===== config.mk =====
export PLATFORM = sky130hd
export DESIGN_NAME = median_mem_arb
export DESIGN_NICKNAME = d
export VERILOG_FILES = /design/src/rtl/median_mem_arb.sv
export SDC_FILE = /design/constraint.sdc
export NUM_CORES = 1
export LEC_CHECK = 0
export CORE_ASPECT_RATIO = 0.7
export CORE_UTILIZATION = 34
export CTS_CLUSTER_DIAMETER = 40
export DETAILED_ROUTE_END_ITERATION = 10
export MAX_ROUTING_LAYER = met4
export PLACE_DENSITY = 0.84
export SLEW_MARGIN = 10
export SYNTH_ARGS = -nofsm -noshare
export SYNTH_HDL_FRONTEND = slang
export SYNTH_SLANG_ARGS = --single-unit

===== constraint.sdc =====
create_clock -name Clk -period 4.06 [get_ports Clk]
set_clock_uncertainty 0.2 [all_clocks]
set_input_delay 0.812 -clock Clk [delete_from_list [all_inputs] [get_ports Clk]]
set_output_delay 0.812 -clock Clk [all_outputs]
set_load 0.1 [all_outputs]

===== src/rtl/median_mem_arb.sv =====
// rtl/median_mem_arb.sv - two-requester round-robin arbiter sharing one single-port memory
//
// Purpose: grants at most one of two requesters per cycle (round-robin on
// contention), registers the winning command onto the memory port, and
// routes returning read data back to the requester that issued it.
//
// Ports:
//   Clk, Rst                 clock (posedge), asynchronous active-low reset
//   Rk_EN/RW/Addr/WData      requester k command, held until Rk_Gnt
//   Rk_Gnt                   combinational grant for requester k
//   Rk_RData/Rk_RValid       read data return for requester k
//   Mem_EN/RW/Addr/WData     registered memory command
//   Mem_RData                memory read data, RD_LAT cycles after command
//   Busy                     command on the memory port or read in flight
module median_mem_arb #(
  parameter int A_WIDTH = 8,
  parameter int D_WIDTH = 8,
  parameter int RD_LAT  = 2
) (
  input  logic               Clk,
  input  logic               Rst,
  input  logic               R0_EN,
  input  logic               R0_RW,
  input  logic [A_WIDTH-1:0] R0_Addr,
  input  logic [D_WIDTH-1:0] R0_WData,
  output logic               R0_Gnt,
  output logic [D_WIDTH-1:0] R0_RData,
  output logic               R0_RValid,
  input  logic               R1_EN,
  input  logic               R1_RW,
  input  logic [A_WIDTH-1:0] R1_Addr,
  input  logic [D_WIDTH-1:0] R1_WData,
  output logic               R1_Gnt,
  output logic [D_WIDTH-1:0] R1_RData,
  output logic               R1_RValid,
  output logic               Mem_EN,
  output logic               Mem_RW,
  output logic [A_WIDTH-1:0] Mem_Addr,
  output logic [D_WIDTH-1:0] Mem_WData,
  input  logic [D_WIDTH-1:0] Mem_RData,
  output logic               Busy
);

  // ptr = 0 favours requester 0 on contention, 1 favours requester 1
  logic              ptr;
  logic              gnt0;
  logic              gnt1;
  // requester id travelling alongside the registered memory command
  logic              mem_id;
  logic [RD_LAT-1:0] tag_vld;
  logic [RD_LAT-1:0] tag_id;

  always_comb begin
    gnt0 = R0_EN & (~R1_EN | ~ptr);
    gnt1 = R1_EN & ~gnt0;
  end

  assign R0_Gnt = gnt0;
  assign R1_Gnt = gnt1;

  // Command stage: the winner's fields appear on the memory port the cycle
  // after the grant; idle cycles drive an all-zero command.
  always_ff @(posedge Clk or negedge Rst) begin
    if (!Rst) begin
      ptr       <= 1'b0;
      Mem_EN    <= 1'b0;
      Mem_RW    <= 1'b0;
      Mem_Addr  <= '0;
      Mem_WData <= '0;
      mem_id    <= 1'b0;
    end else begin
      if (gnt0) begin
        ptr <= 1'b1;
      end else if (gnt1) begin
        ptr <= 1'b0;
      end
      Mem_EN <= gnt0 | gnt1;
      mem_id <= gnt1;
      if (gnt0) begin
        Mem_RW    <= R0_RW;
        Mem_Addr  <= R0_Addr;
        Mem_WData <= R0_WData;
      end else if (gnt1) begin
        Mem_RW    <= R1_RW;
        Mem_Addr  <= R1_Addr;
        Mem_WData <= R1_WData;
      end else begin
        Mem_RW    <= 1'b0;
        Mem_Addr  <= '0;
        Mem_WData <= '0;
      end
    end
  end

  // Read tags. The command register already supplies the grant-to-command
  // cycle, so the tag line only has to span command-to-data (RD_LAT
  // cycles); the last entry lines up with Mem_RData.
  always_ff @(posedge Clk or negedge Rst) begin
    if (!Rst) begin
      tag_vld <= '0;
      tag_id  <= '0;
    end else begin
      tag_vld[0] <= Mem_EN & ~Mem_RW;
      tag_id[0]  <= mem_id;
      for (int i = 1; i < RD_LAT; i++) begin
        tag_vld[i] <= tag_vld[i-1];
        tag_id[i]  <= tag_id[i-1];
      end
    end
  end

  assign R0_RValid = tag_vld[RD_LAT-1] & ~tag_id[RD_LAT-1];
  assign R1_RValid = tag_vld[RD_LAT-1] &  tag_id[RD_LAT-1];
  assign R0_RData  = Mem_RData;
  assign R1_RData  = Mem_RData;
  assign Busy      = Mem_EN | (|tag_vld);

endmodule


==> metrics.txt <==
# TYPE chip_impl_metric gauge
chip_impl_metric{name="yosysUniqueCellTypes",unit=""} 16
chip_impl_metric{name="grt.overflow.total",unit=""} 0
chip_impl_metric{name="regToRegSetupSlack",unit="ns"} 2.75
chip_impl_metric{name="std_cell_rows",unit=""} 16
chip_impl_metric{name="syn_to_final_growth",unit="%"} 57.3
chip_impl_metric{name="clkSinkCount",unit=""} 24
chip_impl_metric{name="min_path_cells",unit=""} 0
chip_impl_metric{name="ys_ff_latch",unit=""} 24
chip_impl_metric{name="edff_count_synth",unit=""} 0
chip_impl_info{name="reg2reg_end",value="Mem_Addr[1]"} 1
chip_impl_metric{name="htree_levels",unit=""} 1
chip_impl_metric{name="antenna_found_initial",unit=""} 0
chip_impl_info{name="postSynth.topFlopCell",value="dfrtp_1"} 1
chip_impl_metric{name="place.port_buffers",unit=""} 60
chip_impl_info{name="root_buffer",value="clkbuf_8"} 1
chip_impl_metric{name="die_area",unit="um2"} 3240
chip_impl_metric{name="fin_tns_setup",unit="ns"} 0
chip_impl_info{name="hold_end",value="tag_id[1]"} 1
chip_impl_metric{name="rr_worst_depth",unit=""} 3
chip_impl_metric{name="grt_pass1_wl",unit="um"} 3350
chip_impl_metric{name="avgRoutedWirePerCell",unit="um"} 15.0
chip_impl_info{name="worstSetupStartpointType",value="primary input"} 1
chip_impl_metric{name="gr-usage-all-layers",unit=""} 0.154
chip_impl_metric{name="yosys_warn_count",unit=""} 0
chip_impl_metric{name="fp.coreArea",unit="um2"} 2820
chip_impl_metric{name="drt-total-wl",unit="um"} 2300
chip_impl_metric{name="worstPathMaxFanout",unit=""} 12
chip_impl_info{name="crit_path_end_kind",value="output pin"} 1
chip_impl_metric{name="cp.buffers_inverters",unit=""} 2
chip_impl_metric{name="setup_viol",unit=""} 0
chip_impl_metric{name="max_transition_viols_final",unit=""} 0
chip_impl_metric{name="hold_violations",unit=""} 0
chip_impl_metric{name="slowest_delay",unit="ns"} 0.77
chip_impl_info{name="holdCritPathClass",value="register to register"} 1
chip_impl_info{name="hold_start",value="tag_id[0]"} 1
chip_impl_metric{name="power.static_leakage",unit="nW"} 0.688
chip_impl_metric{name="routed_via_density",unit=""} 4.98
chip_impl_metric{name="syn-mean-instance-area",unit="um2"} 14.2
chip_impl_info{name="yosys.area.top_type",value="dfrtp_1"} 1
chip_impl_metric{name="max_cap_violations",unit=""} 0
chip_impl_info{name="critical_path.cell_chain",value="clkdlybuf4s50_1 -> and2_2 -> buf_12"} 1
chip_impl_info{name="grt_setup_unrepaired",value="false"} 1
chip_impl_metric{name="worst_slew_pin_slew",unit="ns"} 1.04
chip_impl_info{name="synth.area.top_cells",value="dfrtp_1, buf_4, a32o_1, a32o_2, buf_6"} 1
chip_impl_metric{name="ctsLongestPathBuffers",unit=""} 2
chip_impl_metric{name="number_of_diodes_added_for_antenna_fixing",unit=""} 0
chip_impl_metric{name="max-vdd-ir-drop",unit="mV"} 0.252
chip_impl_metric{name="grt_max_degree",unit=""} 25
chip_impl_info{name="synthTopCellsByCount",value="dfrtp_1, buf_4, a32o_1"} 1
chip_impl_metric{name="hold_buffers_post_cts",unit=""} 0
chip_impl_metric{name="clk_pin_slew_worst_setup_hold_paths",unit="ns"} 0.08
chip_impl_metric{name="number_of_clock_buffers_inserted_by_tritoncts",unit=""} 3
chip_impl_metric{name="ios",unit=""} 85
chip_impl_metric{name="cp.arrival",unit="ns"} 2.04
chip_impl_metric{name="post-synth-top-area-fraction",unit=""} 0.586
chip_impl_metric{name="number_of_global_route_vias_before_repair",unit=""} 726
chip_impl_metric{name="synth_area",unit="um2"} 1020
chip_impl_metric{name="power",unit="uW"} 768
chip_impl_metric{name="fp.dieH",unit="um"} 47.9
chip_impl_metric{name="detailed_place_hpwl",unit="um"} 1700
chip_impl_metric{name="required",unit="ns"} 3.05
chip_impl_metric{name="asyncSetResetFlopFracSynth",unit=""} 1.00
chip_impl_info{name="r2r-start",value="ptr"} 1
chip_impl_metric{name="post-route-drc-count",unit=""} 0
chip_impl_metric{name="detailed_route_via_count",unit=""} 762
chip_impl_metric{name="detail_route.iter0.violations",unit=""} 16
chip_impl_info{name="status",value="finished clean"} 1
chip_impl_metric{name="layout_min_cycle_time",unit="ns"} 3.06
chip_impl_metric{name="die_w",unit="um"} 67.6
chip_impl_info{name="post-synth-top-count-cell",value="dfrtp_1"} 1
chip_impl_metric{name="ctsResizeCount",unit=""} 0
chip_impl_metric{name="gp_routability_congestion",unit=""} 0.611
chip_impl_metric{name="route.antenna.remaining_nets",unit=""} 0
chip_impl_metric{name="max_slew_margin",unit=""} 0.305
chip_impl_metric{name="post_cts_setup_buffer_count",unit=""} 0
chip_impl_metric{name="initial_util",unit=""} 0.363
chip_impl_metric{name="syn-instance-count",unit=""} 72
chip_impl_info{name="critPathTopFamily",value="buffers and inverters"} 1
chip_impl_info{name="timing.setup.critical_path_class",value="primary input to output pin"} 1
chip_impl_metric{name="synth-seq-area-share",unit=""} 0.586
chip_impl_info{name="clock_tree_from_tritoncts",value="done"} 1
chip_impl_metric{name="drt_first_pass_iters",unit=""} 6
chip_impl_metric{name="fmax",unit="MHz"} 327
chip_impl_metric{name="share_of_final_layout_standard_cells_stronger_than_drive_strength_1",unit=""} 0.162
chip_impl_metric{name="power_per_cell_area",unit="nW/um2"} 476
chip_impl_metric{name="clock_latency",unit="ns"} 0.26
chip_impl_metric{name="post-route-period-util",unit=""} 0.753
chip_impl_metric{name="nNetsFinal",unit=""} 164
chip_impl_info{name="timing.critical_path.slowest_stage_cell",value="clkdlybuf4s50_1"} 1
chip_impl_metric{name="synthesis.nets",unit=""} 118
-- stage by stage --
stage               instances  utilization  hold WS (ns)  cell area [um2]  setup WS, ns
floorplan                  72            -         0.131             1020          1.32
global placement          149        0.546         0.134             1540          1.06
detailed placement        149        0.546         0.135             1540          1.00
CTS                       153        0.571         0.154             1610         0.993
global route              153        0.571         0.164             1610         0.926
finish                    153        0.571         0.153             1610          1.00
-- sequential cells by signal, summed over array words and instances (netlist names) --
signal,cells
Mem_Addr,8
mem_id,1
Mem_EN,1
tag_id,2
tag_vld,2
Mem_RW,1
ptr,1
Mem_WData,8
-- where the power goes --
group	total [mW]	switching, mW	internal, mW
sequential	0.271	0.00878	0.262
clock	0.203	0.0715	0.132
combinational	0.294	0.202	0.0920
-- layout by cell type, fill, tap and decap left out --
| cell | instances |
|---|---|
| a21boi_4 | 1 |
| a32o_1 | 10 |
| a32o_2 | 7 |
| and2_1 | 1 |
| and2_2 | 1 |
| buf_12 | 2 |
| buf_4 | 2 |
| bufinv_16 | 1 |
| clkbuf_8 | 3 |
| clkdlybuf4s50_1 | 58 |
| dfrtp_1 | 24 |
| inv_1 | 1 |
| nand2b_4 | 1 |
| nor2b_1 | 2 |
| o21ai_0 | 1 |
| or2_2 | 1 |
| or3_1 | 1 |
-- cell families after synthesis --
kind of cell           count (synthesis)  share of synthesized area
AO/OA/AOI/OAI                         19                      0.198
buffers and inverters                 22                      0.165
flip-flops                            24                      0.586
AND/OR/NAND/NOR                        7                     0.0513
-- area by class of cell --
| cell class | instances | area, um2 |
|---|---|---|
| fill | 223 | 1210 |
| sequential | 24 | 601 |
| tap | 36 | 45.0 |
| inverter | 1 | 3.75 |
| multi-input combinational | 26 | 255 |
| clock inverter | 1 | 30.0 |
| clock buffer | 3 | 41.3 |
| timing repair buffer | 62 | 636 |
-- worst max path at each step --
stage | startpoint | end | depth (start not counted)
6_report | R1_EN | R1_Gnt | 3
5_1_grt | R1_EN | R1_Gnt | 3
4_1_cts | R1_EN | R1_Gnt | 3
3_5_place_dp | R1_EN | R1_Gnt | 3
3_3_place_gp | R1_EN | R1_Gnt | 3
2_1_floorplan | Mem_EN | Busy | 1
-- metal layers --
| metal | track usage | vias up | share of wire |
|---|---|---|---|
| met5 | - | - | 0 |
| met4 | 0.0511 | 0 | 0.010 |
| met3 | 0.0643 | 8 | 0.081 |
| met2 | 0.259 | 45 | 0.52 |
| met1 | 0.167 | 370 | 0.38 |
| li1 | - | 339 | - |
(Power assumes the default switching activity.)
